### config.mk
export PLATFORM = sky130hd
export DESIGN_NAME = parallel_adder
export DESIGN_NICKNAME = d
export VERILOG_FILES = /design/src/rtl/parallel_adder.sv
export SDC_FILE = /design/constraint.sdc
export NUM_CORES = 1
export LEC_CHECK = 0
export ABC_AREA = 1
export CAP_MARGIN = 5
export CELL_PAD_IN_SITES_DETAIL_PLACEMENT = 0
export CELL_PAD_IN_SITES_GLOBAL_PLACEMENT = 1
export CORE_MARGIN = 2
export CORE_UTILIZATION = 28
export CTS_CLUSTER_SIZE = 20
export DETAILED_ROUTE_END_ITERATION = 10
export PLACE_DENSITY = 0.88
export SLEW_MARGIN = 20
export SYNTH_ARGS = -nofsm -noshare
export SYNTH_HDL_FRONTEND = slang
export SYNTH_SLANG_ARGS = --single-unit
### constraint.sdc
create_clock -name clk -period 1.4 [get_ports clk]
set_input_delay 0.28 -clock clk [delete_from_list [all_inputs] [get_ports clk]]
set_output_delay 0.28 -clock clk [all_outputs]
set_load 0.005 [all_outputs]
### src/rtl/parallel_adder.sv
// WIDTH-bit ripple-carry adder built from full-adder cells, with sum, carry-out,
// signed overflow and zero flags captured in a one-cycle output register stage.

module full_adder_cell (
  input  logic a_i,
  input  logic b_i,
  input  logic c_i,
  output logic s_o,
  output logic c_o
);

  assign s_o = a_i ^ b_i ^ c_i;
  assign c_o = (a_i & b_i) | (c_i & (a_i ^ b_i));

endmodule

module parallel_adder #(
  parameter int WIDTH = 4
) (
  input  logic             clk,
  input  logic             rst,
  input  logic             in_valid,
  input  logic [WIDTH-1:0] A,
  input  logic [WIDTH-1:0] B,
  input  logic             Cin,
  output logic [WIDTH-1:0] Sum,
  output logic             Cout,
  output logic             Overflow,
  output logic             Zero,
  output logic             out_valid
);

  logic [WIDTH:0]   carry_s;
  logic [WIDTH-1:0] sum_s;

  logic [WIDTH-1:0] sum_q, sum_d;
  logic             cout_q, cout_d;
  logic             ovf_q, ovf_d;
  logic             zero_q, zero_d;
  logic             valid_q, valid_d;

  assign carry_s[0] = Cin;

  for (genvar i = 0; i < WIDTH; i++) begin : g_cell
    full_adder_cell u_fa (
      .a_i (A[i]),
      .b_i (B[i]),
      .c_i (carry_s[i]),
      .s_o (sum_s[i]),
      .c_o (carry_s[i+1])
    );
  end

  // Registers only load when in_valid is high, so idle-cycle operands never reach the outputs.
  always_comb begin
    sum_d   = sum_q;
    cout_d  = cout_q;
    ovf_d   = ovf_q;
    zero_d  = zero_q;
    valid_d = in_valid;
    if (in_valid) begin
      sum_d  = sum_s;
      cout_d = carry_s[WIDTH];
      ovf_d  = carry_s[WIDTH] ^ carry_s[WIDTH-1];
      zero_d = (sum_s == {WIDTH{1'b0}});
    end else begin
      sum_d  = sum_q;
    end
  end

  always_ff @(posedge clk or posedge rst) begin
    if (rst) begin
      sum_q   <= {WIDTH{1'b0}};
      cout_q  <= 1'b0;
      ovf_q   <= 1'b0;
      zero_q  <= 1'b1;
      valid_q <= 1'b0;
    end else begin
      sum_q   <= sum_d;
      cout_q  <= cout_d;
      ovf_q   <= ovf_d;
      zero_q  <= zero_d;
      valid_q <= valid_d;
    end
  end

  assign Sum       = sum_q;
  assign Cout      = cout_q;
  assign Overflow  = ovf_q;
  assign Zero      = zero_q;
  assign out_valid = valid_q;

endmodule

==> results.toml <==
[finish]
fin_nets = 86
final_cell_mix = "17 x nand2_1, 9 x clkdlybuf4s50_1, 7 x dfrtp_1"
antenna_cells = 0
area_growth_pct = 70.5
layout-drive-gt1-share_pct = 27.5
final_common_cell = "nand2_1"
final_core_util_pct = 52.1

[power]
leakagePower_uw = 0.000388
vdd_ir_drop_max_mv = 0.437
p_per_area_nw_per_um2 = 974

[critical_path]
worst-setup-path-type = "in -> reg"
ff2ff_path_depth = 3
endpoint = "Zero"
cp.required_ps = 1580
critical_path.max_fanout = 2
cp_cell_sequence = "buf_6 -> fa_2 -> fa_2 -> fa_2 -> inv_2 -> fa_2 -> inv_1 -> nor2_1 -> nand3_1 -> nand2_1"
max_stage_delay_ps = 450
rrSetupSlack_ps = 700
end_kind = "register"
worst-path-buf-inv = 3
rr_endpoint = "Sum[2]"
crit_slowest_cell = "fa_2"
cp-startpoint = "Cin"
crit_family = "adder cells"
cp_num_cells = 10
crit_path_frequent_cell = "fa_2"
crit_arrival_ps = 2190
rr_startpoint = "Sum[2]"
startpoint_type = "primary input"

[synthesis]
synth_cells = 42
syn_nets = 58
seq_area_frac_synth_pct = 50.0
ys_ff_latch = 8
ys_types = 10
syn_area_per_cell_sq_um = 9.59
syn_area_sq_um = 403
ys_warn_count = 0

[floorplanning]
die_area_sq_um = 1760
rows = 13
die_width_um = 41.9
chipHeight_um = 41.9
core_sq_um = 1320
start_util_pct = 30.6
pin_count = 20

[status]
failed_checks = "negative setup slack"
status = "finished with violations"

[clock_network]
cts_root_buf = "clkbuf_4"
cts_buffer_depth = 2
cts_tree = "built"
clock-sinks = 8
hold_buffers = 0
clk_latency_ps = 250
cts_max_level = 1
numCtsBuffers = 3
clkSlewWorstSetupHoldPaths_ps = 60

[min_path]
worstHoldPathType = "in -> async"

[detailed_routing]
vias = 343
remaining_drc_errors = 0
final_antenna_net_count = 0
wl_met2_um = 381
wl_met3_um = 65
drt_iter0_drc = 2
top_layer = "met4"
totalWireLength_um = 781
viasPerCell = 4.08
dr.pass1.iters = 2
wl_per_cell_um = 9.30
wl_met1_um = 322

[timing]
hold_viol = 0
min_period_over_period_pct = 144
fmax_mhz = 498
worstMarginPinSlew_ps = 280
setup_viol = 5
drv_slew = 0
rsz0062_at_grt = "yes"
slew_headroom_pct = 81.3
skew_ps = 0
finalSetupTns_ps = -1990
fin_crit_ps = 2010
setup_slack_ps = -610

[flow_run]
maxCapViolCount = 0

[global_routing]
grt_antenna_before_repair = 0
grt_pass1_vias = 367
grt_pass1_wl_um = 1390
grt_max_degree = 10
grt_overflow = 0
grt_usage_pct = 11.2

[place]
port_buffers = 19
place.gp.congestion = 0.723
place_hpwl_um = 606
==> worst min path at each step <==
stage | startpoint | endpoint | slack [ps]
final | rst | Cout | 260
after floorplan | rst | Cout | 90
after detailed placement | Sum[0] | Sum[0] | 470
after global placement | Sum[0] | Sum[0] | 450
after CTS | rst | Cout | 270
after global routing | rst | Sum[2] | 300
==> worst reg2reg max path, delay by kind of cell, from the launching register on <==
family,cells,cell delay [ps]
DFF,1,370
and+or+nand+nor,2,90
buffers and inverters,1,130
==> cell usage after synthesis, drive strengths merged <==
cell type / number / area, sq um
nand2: 17 / 63.8
dfrtp: 7 / 175
inv: 7 / 26.3
fa: 4 / 80.1
nand3: 2 / 10.0
nor2: 2 / 7.51
o21ai: 2 / 13.8
dfstp: 1 / 26.3
==> what timing repair did <==
| item | CTS | global route |
|---|---|---|
| buffers inserted | 1 | 2 |
| gates resized for setup | 16 | 7 |
| cloned | 0 | 0 |
| pin swaps | 7 | 1 |
| endpoints found under the hold margin | 0 | 0 |
| setup endpoints to repair | 7 | 10 |
==> flip-flops by register name, indices dropped and copies added (netlist names) <==
| signal | cells |
|---|---|
| Sum | 4 |
| Cout | 1 |
| Overflow | 1 |
| Zero | 1 |
| out_valid | 1 |
==> report_power, final <==
group	leakage (uW)	total [uW]	internal (uW)	switching, uW
sequential	0.0000949	279	265	13.5
combinational	0.000278	207	125	81.9
clock	0.0000150	183	109	74.6
total	0.000388	669	499	170
==> metrics by stage <==
stage / hold slack, ps / std cells / area (sq um) / setup slack, ps / total power (uW)
finish: 258 / 84 / 687 / -610 / 669
floorplan: 94.9 / 42 / 410 / -761 / 366
detailed placement: 467 / 77 / 627 / -1280 / 484
global route: 304 / 84 / 687 / -677 / 729
global placement: 455 / 77 / 627 / -1270 / 480
CTS: 266 / 82 / 652 / -584 / 673
==> metal layers <==
layer / global-route usage (%) / up-vias
li1: - / 178
met1: 12.1 / 147
met2: 17.8 / 16
met3: 4.35 / 2
met4: 7.74 / 0
met5: 0 / -
==> kinds of logic after synthesis <==
logic type      Yosys count  share of synthesized area (%)
simple gates             21                           20.2
compound gates            2                           3.42
fa+ha+maj                 4                           19.9
buf+inv                   7                           6.52
flops                     8                           50.0
==> layout make-up <==
class                   instances  area (sq um)
flip-flops and latches          8           201
inverters                       7          26.3
fillers                       130           631
repair buffers                 23           225
well taps                      15          18.8
multi-input cells              27           189
clock buffers                   4          26.3
Power figures use the tool's default switching activity.
